===== src/rtl/noc_pkg.sv =====
// rtl/noc_pkg.sv - shared mesh constants, path indices and per-source FSM encoding
package noc_pkg;

    localparam int NUM_PROC = 4;

    localparam logic [2:0] PATH_SELF        = 3'd0;
    localparam logic [2:0] PATH_HORIZ_SHORT = 3'd1;
    localparam logic [2:0] PATH_HORIZ_LONG  = 3'd2;
    localparam logic [2:0] PATH_VERT_SHORT  = 3'd3;
    localparam logic [2:0] PATH_VERT_LONG   = 3'd4;
    localparam logic [2:0] PATH_DIAG_SHORT  = 3'd5;
    localparam logic [2:0] PATH_DIAG_LONG   = 3'd6;

    typedef enum logic [1:0] {
        ST_IDLE   = 2'd0,
        ST_WAIT   = 2'd1,
        ST_ACTIVE = 2'd2,
        ST_DONE   = 2'd3
    } src_state_t;

endpackage


===== src/rtl/path_select.sv =====
// rtl/path_select.sv - maps source/destination and the source's free bits to a path and eligibility
module path_select
    import noc_pkg::*;
(
    input  logic [1:0] src,
    input  logic [1:0] dest,
    input  logic [6:0] free,
    output logic [2:0] path,
    output logic       eligible
);

    logic [1:0] rel;
    logic [2:0] short_path;
    logic [2:0] long_path;

    assign rel = src ^ dest;

    always_comb begin
        short_path = PATH_SELF;
        long_path  = PATH_SELF;
        case (rel)
            2'd1: begin
                short_path = PATH_HORIZ_SHORT;
                long_path  = PATH_HORIZ_LONG;
            end
            2'd2: begin
                short_path = PATH_VERT_SHORT;
                long_path  = PATH_VERT_LONG;
            end
            2'd3: begin
                short_path = PATH_DIAG_SHORT;
                long_path  = PATH_DIAG_LONG;
            end
            default: begin
                short_path = PATH_SELF;
                long_path  = PATH_SELF;
            end
        endcase
        // Long path only when the short one is busy; eligibility follows the chosen path.
        path     = free[short_path] ? short_path : long_path;
        eligible = free[path];
    end

endmodule


===== src/rtl/path_grant_arbiter.sv =====
// rtl/path_grant_arbiter.sv - round-robin path grant arbiter for a 2x2 mesh, one FSM per source
module path_grant_arbiter
    import noc_pkg::*;
#(
    parameter int NUM_PROC = 4,
    parameter int LEN_W    = 8
) (
    input  logic                      clock,
    input  logic                      reset,
    input  logic [7*NUM_PROC-1:0]     path_free_bits,
    input  logic [NUM_PROC-1:0]       req_valid,
    input  logic [2*NUM_PROC-1:0]     req_dest,
    input  logic [LEN_W*NUM_PROC-1:0] req_len,
    output logic [NUM_PROC-1:0]       req_ready,
    output logic [NUM_PROC-1:0]       grant_valid,
    output logic [3*NUM_PROC-1:0]     grant_path,
    input  logic [NUM_PROC-1:0]       xfer_beat,
    output logic [NUM_PROC-1:0]       done
);

    src_state_t       state_q [NUM_PROC];
    src_state_t       state_d [NUM_PROC];
    logic [1:0]       dest_q  [NUM_PROC];
    logic [1:0]       dest_d  [NUM_PROC];
    logic [LEN_W-1:0] len_q   [NUM_PROC];
    logic [LEN_W-1:0] len_d   [NUM_PROC];
    logic [LEN_W-1:0] cnt_q   [NUM_PROC];
    logic [LEN_W-1:0] cnt_d   [NUM_PROC];
    logic [2:0]       gpath_q [NUM_PROC];
    logic [2:0]       gpath_d [NUM_PROC];
    logic [2:0]       sel_path[NUM_PROC];

    logic [NUM_PROC-1:0] sel_ok;
    logic [NUM_PROC-1:0] contend;
    logic [1:0]          ptr_q, ptr_d;
    logic [1:0]          winner;
    logic [1:0]          idx;
    logic                cool_q, cool_d;
    logic                grant_any;

    for (genvar g = 0; g < NUM_PROC; g++) begin : g_src
        path_select u_path_select (
            .src      (2'(g)),
            .dest     (dest_q[g]),
            .free     (path_free_bits[7*g +: 7]),
            .path     (sel_path[g]),
            .eligible (sel_ok[g])
        );

        assign contend[g]           = (state_q[g] == ST_WAIT) && sel_ok[g];
        assign req_ready[g]         = (state_q[g] == ST_IDLE);
        assign grant_valid[g]       = (state_q[g] == ST_ACTIVE);
        assign done[g]              = (state_q[g] == ST_DONE);
        assign grant_path[3*g +: 3] = gpath_q[g];
    end

    // The cycle after any grant is blocked: free bits have not yet caught up with the new route.
    always_comb begin
        grant_any = 1'b0;
        winner    = ptr_q;
        idx       = ptr_q;
        for (int i = 0; i < NUM_PROC; i++) begin
            idx = ptr_q + 2'(i);
            if (!cool_q && !grant_any && contend[idx]) begin
                grant_any = 1'b1;
                winner    = idx;
            end
        end
    end

    always_comb begin
        ptr_d  = grant_any ? winner + 2'd1 : ptr_q;
        cool_d = grant_any;
        for (int s = 0; s < NUM_PROC; s++) begin
            state_d[s] = state_q[s];
            dest_d[s]  = dest_q[s];
            len_d[s]   = len_q[s];
            cnt_d[s]   = cnt_q[s];
            gpath_d[s] = gpath_q[s];
            case (state_q[s])
                ST_IDLE: begin
                    if (req_valid[s]) begin
                        dest_d[s]  = req_dest[2*s +: 2];
                        len_d[s]   = req_len[LEN_W*s +: LEN_W];
                        state_d[s] = (req_len[LEN_W*s +: LEN_W] == '0) ? ST_DONE : ST_WAIT;
                    end
                end
                ST_WAIT: begin
                    if (grant_any && (winner == 2'(s))) begin
                        state_d[s] = ST_ACTIVE;
                        cnt_d[s]   = len_q[s];
                        gpath_d[s] = sel_path[s];
                    end
                end
                ST_ACTIVE: begin
                    if (xfer_beat[s]) begin
                        cnt_d[s] = cnt_q[s] - LEN_W'(1);
                        if (cnt_q[s] == LEN_W'(1)) begin
                            state_d[s] = ST_DONE;
                            gpath_d[s] = '0;
                        end
                    end
                end
                ST_DONE: begin
                    state_d[s] = ST_IDLE;
                end
                default: begin
                    state_d[s] = ST_IDLE;
                end
            endcase
        end
    end

    always_ff @(posedge clock or negedge reset) begin
        if (!reset) begin
            ptr_q  <= '0;
            cool_q <= 1'b0;
            for (int s = 0; s < NUM_PROC; s++) begin
                state_q[s] <= ST_IDLE;
                dest_q[s]  <= '0;
                len_q[s]   <= '0;
                cnt_q[s]   <= '0;
                gpath_q[s] <= '0;
            end
        end else begin
            ptr_q  <= ptr_d;
            cool_q <= cool_d;
            for (int s = 0; s < NUM_PROC; s++) begin
                state_q[s] <= state_d[s];
                dest_q[s]  <= dest_d[s];
                len_q[s]   <= len_d[s];
                cnt_q[s]   <= cnt_d[s];
                gpath_q[s] <= gpath_d[s];
            end
        end
    end

endmodule


===== config.mk =====
export PLATFORM = sky130hd
export DESIGN_NAME = path_grant_arbiter
export DESIGN_NICKNAME = d
export VERILOG_FILES = /design/src/rtl/noc_pkg.sv /design/src/rtl/path_select.sv /design/src/rtl/path_grant_arbiter.sv
export SDC_FILE = /design/constraint.sdc
export NUM_CORES = 1
export LEC_CHECK = 0
export CAP_MARGIN = 30
export CELL_PAD_IN_SITES_DETAIL_PLACEMENT = 0
export CELL_PAD_IN_SITES_GLOBAL_PLACEMENT = 1
export CORE_MARGIN = 1.5
export CORE_UTILIZATION = 40
export DETAILED_ROUTE_END_ITERATION = 10
export GPL_TIMING_DRIVEN = 1
export PLACE_DENSITY_LB_ADDON = 0.1
export SLEW_MARGIN = 30
export SYNTH_ARGS = -nofsm -noshare
export SYNTH_HDL_FRONTEND = slang
export SYNTH_SLANG_ARGS = --single-unit

===== constraint.sdc =====
create_clock -name clock -period 5.3 [get_ports clock]
set_clock_uncertainty 0.2 [all_clocks]
set_input_delay 0.53 -clock clock [delete_from_list [all_inputs] [get_ports clock]]
set_output_delay 0.53 -clock clock [all_outputs]
set_load 0.005 [all_outputs]

==> results of run 1 <==
==> how the worst min path moves through the flow <==
stage	startpoint	end	slack [ns]	cells past startpoint
floorplan	reset	cnt_q[0]$_DFFE_PN0P_	0.03	0
global placement	len_q[28]$_DFFE_PN0P_	cnt_q[28]$_DFFE_PN0P_	0.28	2
detailed placement	len_q[28]$_DFFE_PN0P_	cnt_q[28]$_DFFE_PN0P_	0.28	2
CTS	reset	len_q[20]$_DFFE_PN0P_	0.12	1
global route	reset	len_q[22]$_DFFE_PN0P_	0.16	1
finish	reset	len_q[20]$_DFFE_PN0P_	0.06	1
==> layout by cell type (no fill, tap or decap), types with 5 or more instances in the layout <==
cell type and n:
o22ai_1 22, o31ai_1 5, inv_1 46, nand2_1 51, dfrtp_1 95, and3_1 7, ha_1 28, clkdlybuf4s50_1 100
mux2_2 41, nor4_1 10, nor3_1 14, nand2b_1 11, o21ai_0 31, mux2i_1 12, a21oi_1 26, a22o_1 5
o32ai_1 5, or3_1 9, nor2b_1 7, a31oi_1 5, clkbuf_16 9, nor2_1 31, o211ai_1 6, nand3_1 16
nor3b_1 8
==> metal layers <==
layer  global-route usage, %  up-vias  part of all wire (%)
li1                        -     2363                     -
met1                    26.7     2312                    48
met2                    30.3      122                    45
met3                    3.90       20                   5.6
met4                    8.21        0                   2.1
met5                       0        -                     0
==> registers in the layout, summed over array words and instances (netlist names) <==
signal / count
state_q: 8
cool_q: 1
len_q: 32
ptr_q: 2
grant_path: 12
dest_q: 8
cnt_q: 32
==> layout make-up <==
cell class	instances	area share, %
inverter	46	2.40
timing repair buffer	102	14.1
clock inverter	3	0.938
sequential	95	33.0
clock buffer	12	3.42
tap	180	3.13
multi-input combinational	430	43.0
==> cell families after synthesis <==
| family | share of synthesized area [%] |
|---|---|
| AO/OA/AOI/OAI | 20.2 |
| XOR/XNOR | 0.610 |
| adder cells (fa/ha/maj) | 6.10 |
| buffers and inverters | 4.66 |
| flip-flops | 41.4 |
| multiplexers | 10.8 |
| AND/OR/NAND/NOR | 16.3 |
==> critical path, cell delays in order (launching register included) <==
cell      delay, ns
dfrtp_1        0.40
inv_1          0.11
ha_1           0.35
inv_1          0.17
nor4_1         0.57
nor2_1         0.14
a311o_1        0.37
nor2_1         0.20
a21oi_1        0.07
nor2_1         0.16
xor2_1         0.26
inv_1          0.10
ha_1           0.23
a21boi_2       0.19
o22ai_1        0.38
a21oi_1        0.11
o32a_1         0.19
==> metrics by stage <==
step           utilization (%)  cell area, µm²  setup slack (ns)  hold slack [ns]  cells
2_1_floorplan                -            5750              1.67           0.0344    591
3_3_place_gp              49.5            6890              1.04            0.276    853
3_5_place_dp              49.5            6890             0.888            0.281    853
4_1_cts                   51.7            7210             0.992            0.119    868
5_1_grt                   51.7            7210             0.514            0.155    868
6_report                  51.7            7210              1.01           0.0610    868
==> power by group through the flow <==
stage          registers (W)  logic [W]  clock network, W
3_5_place_dp         0.00140    0.00238                 0
3_3_place_gp         0.00139    0.00231                 0
2_1_floorplan        0.00126    0.00185                 0
5_1_grt              0.00145    0.00267          0.000747
6_report             0.00140    0.00238          0.000703
4_1_cts              0.00139    0.00239          0.000722
==> impl_results.md, run 1 <==
* Flop pwr share at 31.1%
* Site Rows at 43
* Vias in the first global route at between 4000 and 5000
* Post-synth ARST share at between 90% and 100%
* Max-slew violations at 0
* Crit end category: flip-flop
* Crit share post-route at 80.9%
* Final setup fails at 0
* Grt ovf at 0
* Post-Syn Instances at 591
* RSZ-0062 raised after global routing: false
* Normalized max-slew margin at between 40 and 50%
* Die W at 123 µm
* # diodes at 0
* Initial antenna violation count at 0
* Crit path time final at 4.29 ns
* Top cell type by total area after synthesis: dfrtp_1
* CP Max Fanout at 10
* WL/cell at 16.1 µm
* Filler cells at around 1300
* WP data arrival at 4.32 ns
* Crit Path Class: flip-flop to flip-flop
* Ys flop type: dfrtp_1
* Vias per std cell at roughly 5.5
* VDD IR max at 0.000256 V
* CTS Buf Count at 9
* FF-to-FF End: state_q[2]$_DFFE_PN0P_
* Setup slack, reg-to-reg at 1.01 ns
* Most common cell in the netlist: dfrtp_1
* Post-synth EDFFs at 0
* Root Driver: clkbuf_16
* Status: complete, no violations
* Initial DRC count at roughly 320
* Post-CTS Hold Buffers at 0
* Switching power at 0.00191 W
* Final hold vios at 0
* Reg area at 2380 µm²
* R2R cell count at 16
* Yosys warning total at 0
* Share of cells above drive strength 1 at 11.6%
* Synth Register Bits at 95
* Port-buffer cells at 101
* Initial Util at 41.2%
* Bufs on Longest Clock Path at 2
* Largest net degree at the start of global routing at 65
* Post-Route Setup TNS at 0 ns
* Clock-pin slew on the worst setup and hold paths at ~0.070 ns
* DIE AREA at 15100 µm²
* Io pins at 102
* Area share of the largest cell type after synthesis at 41.4%
* Aggregate global-route resource usage at 19.6%
* Clock sinks at 95
* Final wirelength at 14.0 mm
* Vias at 4817
* Worst-margin pin slew at 0.886 ns
* Clock latency on the worst-skew pair at 0.35 ns
* Power density cells at 622 nW/µm²
* Lkg Pwr at ~2.9 nW
* Power Total at 0.00448 W
* Core area at about 14000 µm²
* NumNets Final at 790
* Syn avg cell area at slightly below 10 µm²
* Worst min path class: primary input to async pin
* Area occupied by multi-input gates at 3100 µm²
* Net Sw Frac at 42.5%
* Clk pwr share at 15.7%
* Max Freq at 233 MHz
* Post-synthesis sequential area ratio at just over 40%
* Largest cells by area after synthesis: dfrtp_1 (41%), mux2_2 (8.0%), ha_1 (6.1%), nand2_1 (3.3%), inv_1 (3.0%)
* Remaining DRCs at 0
* Number of gates resized after cts at 0
* Post-DP HPWL at 10.5 mm
* Synth cell count leaders: dfrtp_1 (95), nand2_1 (51), inv_1 (46)
* Die height at 123 µm
* CP Launch Point: state_q[3]$_DFFE_PN0P_
* Area Overhead vs Synth at 25.4%
* Syn Std Cell Area at 5750 µm²
* Internal power at 0.00258 W
* TritonCTS clock tree: done
* Routed Antenna Nets at 0
* Cell variety after synth at 72
* Syn nets at between 600 and 700
* Placer Congestion at 0.837
* Drt first pass iters at 4
* Worst r2r src: state_q[3]$_DFFE_PN0P_
* Setup Fix Bufs, Post-CTS at 0
* Worst endpoint required time at 5.33 ns
* First-pass GRT wire length at 23.3 mm
* Comb pwr share at 53.2%
* Kind of start point of the critical path: flip-flop
* CP Capture Point: state_q[2]$_DFFE_PN0P_
* Maximum capacitance violations at 0
* H-tree depth at 3
(Power assumes the default switching activity.)
==> inputs of run 2 (changes only) <==
Clock period 5.3 ns to 4.5 ns, I/O delays scaled along.
==> impl_results.md, run 2 (synthesis gave the netlist of run 1 again) <==
* Clock sinks at 95
* Die W at ~120 µm
* WP buf/inv at 2
* Clock-pin slew on the worst setup and hold paths at ~0.070 ns
* Drt first pass iters at 4
* Final setup fails at 0
* DIE AREA at 15100 µm²
* Status: complete, no violations
* CP top delay family: compound AO/OA/AOI/OAI gates
* Final wirelength at 13.9 mm
* Initial DRC count at 231
* Worst min path class: flip-flop to flip-flop
* Post-Route Setup TNS at 0 ns
* CTS Buf Count at 9
* Vias in the first global route at 4758
* Max-slew violations at 0
* Crit Path Class: flip-flop to flip-flop
* Routed Antenna Nets at 0
* Setup ws final at 0.452 ns
* Hold WS at a little under 0.3 ns
* Switching power at 0.00225 W
* WP data arrival at a little over 4 ns
* Share of cells above drive strength 1 at 12.6%
* Crit path time final at 4.05 ns
* Port-buffer cells at 101
* DP Worst Slack at 0.176 ns
* Internal power at about 0.003 W
* Normalized max-slew margin at 45.1%
* Root Driver: clkbuf_16
* Grt ovf at 0
* Crit end category: flip-flop
* WL/cell at 16.0 µm
* Commonest cells after routing, fill and taps aside: clkdlybuf4s50_1 (100), dfrtp_1 (95), nand2_1 (51)
* Worst endpoint required time at 4.50 ns
* CP Max Fanout at 7
* Bufs on Longest Clock Path at 2
* CP peak stage delay at about 0.44 ns
* Crit share post-route at approximately 90%
* Site Rows at 43
* Post-DP HPWL at 10.5 mm
* Aggregate global-route resource usage at 19.6%
* Power Total at between 0.005 and 0.006 W
* Max Freq at between 200 and 250 MHz
* Area Overhead vs Synth at 25.8%
* Placer Congestion at between 0.8 and 0.9
* RSZ-0062 raised after global routing: false
* VDD IR max at 0.000292 V
* Largest net degree at the start of global routing at between 70 and 80
* Worst-margin pin slew at around 0.82 ns
* Remaining DRCs at 0
* Commonest non-fill, non-tap cell in the layout: clkdlybuf4s50_1
* Net Sw Frac at 43.3%
* Io pins at between 100 and 150
* CP max-delay cell: or3_1
* Maximum capacitance violations at 0
* Initial Util at 41.2%
* Vias at roughly 4700
* Power density cells at 718 nW/µm²
* CP cell instances: inv_1, ha_1, inv_1, a2111oi_4, o31ai_1, a311o_1, nor2_1, a21oi_1, nor2_1, xor2_1, ha_1, o21ai_2, or3_1, o22ai_1, a21oi_1
* Clock latency on the worst-skew pair at 0.36 ns
* Initial antenna violation count at 0
* NumNets Final at 794
* Flop pwr share at about a third
* Lkg Pwr at 2.96 nW
* Filler cells at 1330
* Kind of start point of the critical path: flip-flop
* # diodes at 0
* Final hold vios at 0
* Setup slack, reg-to-reg at roughly 0.45 ns
* Die height at approximately 120 µm
* H-tree depth at 3
* Core area at 13900 µm²
* Comb pwr share at between 50% and 60%
* First-pass GRT wire length at 23.3 mm
* Clk pwr share at between 10% and 20%
* TritonCTS clock tree: done
* Vias per std cell at between 5 and 6
run 2: per-layer routing:
layer / global-route usage, % / part of all wire, % / vias to the layer above
li1: - / - / 2374
met1: 26.5 / 49 / 2245
met2: 30.3 / 45 / 112
met3: 5.99 / 5.4 / 10
met4: 5.67 / 1.1 / 0
met5: 0 / 0 / -
run 2: stage by stage:
stage	instance area, µm²	cells	util [%]
2_1_floorplan	5750	591	-
3_3_place_gp	6910	856	49.6
3_5_place_dp	6910	856	49.6
4_1_cts	7190	872	51.6
5_1_grt	7230	873	51.9
6_report	7230	873	51.9
run 2: area by class of cell:
| type | instances | area, µm² | share of cell area, % |
|---|---|---|---|
| Timing Repair Buffer | 106 | 1050 | 14.6 |
| Tap cell | 180 | 225 | 3.12 |
| Clock buffer | 10 | 239 | 3.31 |
| Clock inverter | 6 | 41.3 | 0.571 |
| Multi-Input combinational cell | 430 | 3120 | 43.2 |
| Inverter | 46 | 173 | 2.39 |
| Sequential cell | 95 | 2380 | 32.9 |
run 2: power groups by stage:
stage	clock (W)	sequential, W	combinational (W)
floorplan	0	0.00148	0.00218
global placement	0	0.00163	0.00274
detailed placement	0	0.00165	0.00281
CTS	0.000760	0.00164	0.00282
global route	0.000799	0.00171	0.00317
finish	0.000732	0.00164	0.00281
run 2: timing repair:
action | CTS | global route
setup endpoints to repair | 0 | 14
buffers inserted | 0 | 0
hold endpoints to repair | 0 | 68
hold buffers | 0 | 1
gates resized for setup | 0 | 2
run 2: final timing paths:
kind / startpoint / to / depth (start not counted)
hold reg to reg: grant_path[2]$_DFFE_PN0P_ / grant_path[2]$_DFFE_PN0P_ / 1
setup / recovery: state_q[1]$_DFFE_PN0P_ / cnt_q[19]$_DFFE_PN0P_ / 15
min in group asynchronous: reset / cnt_q[16]$_DFFE_PN0P_ / 2
max in group asynchronous: reset / len_q[11]$_DFFE_PN0P_ / 3
setup reg to reg: state_q[1]$_DFFE_PN0P_ / cnt_q[19]$_DFFE_PN0P_ / 15
hold / removal: grant_path[2]$_DFFE_PN0P_ / grant_path[2]$_DFFE_PN0P_ / 1
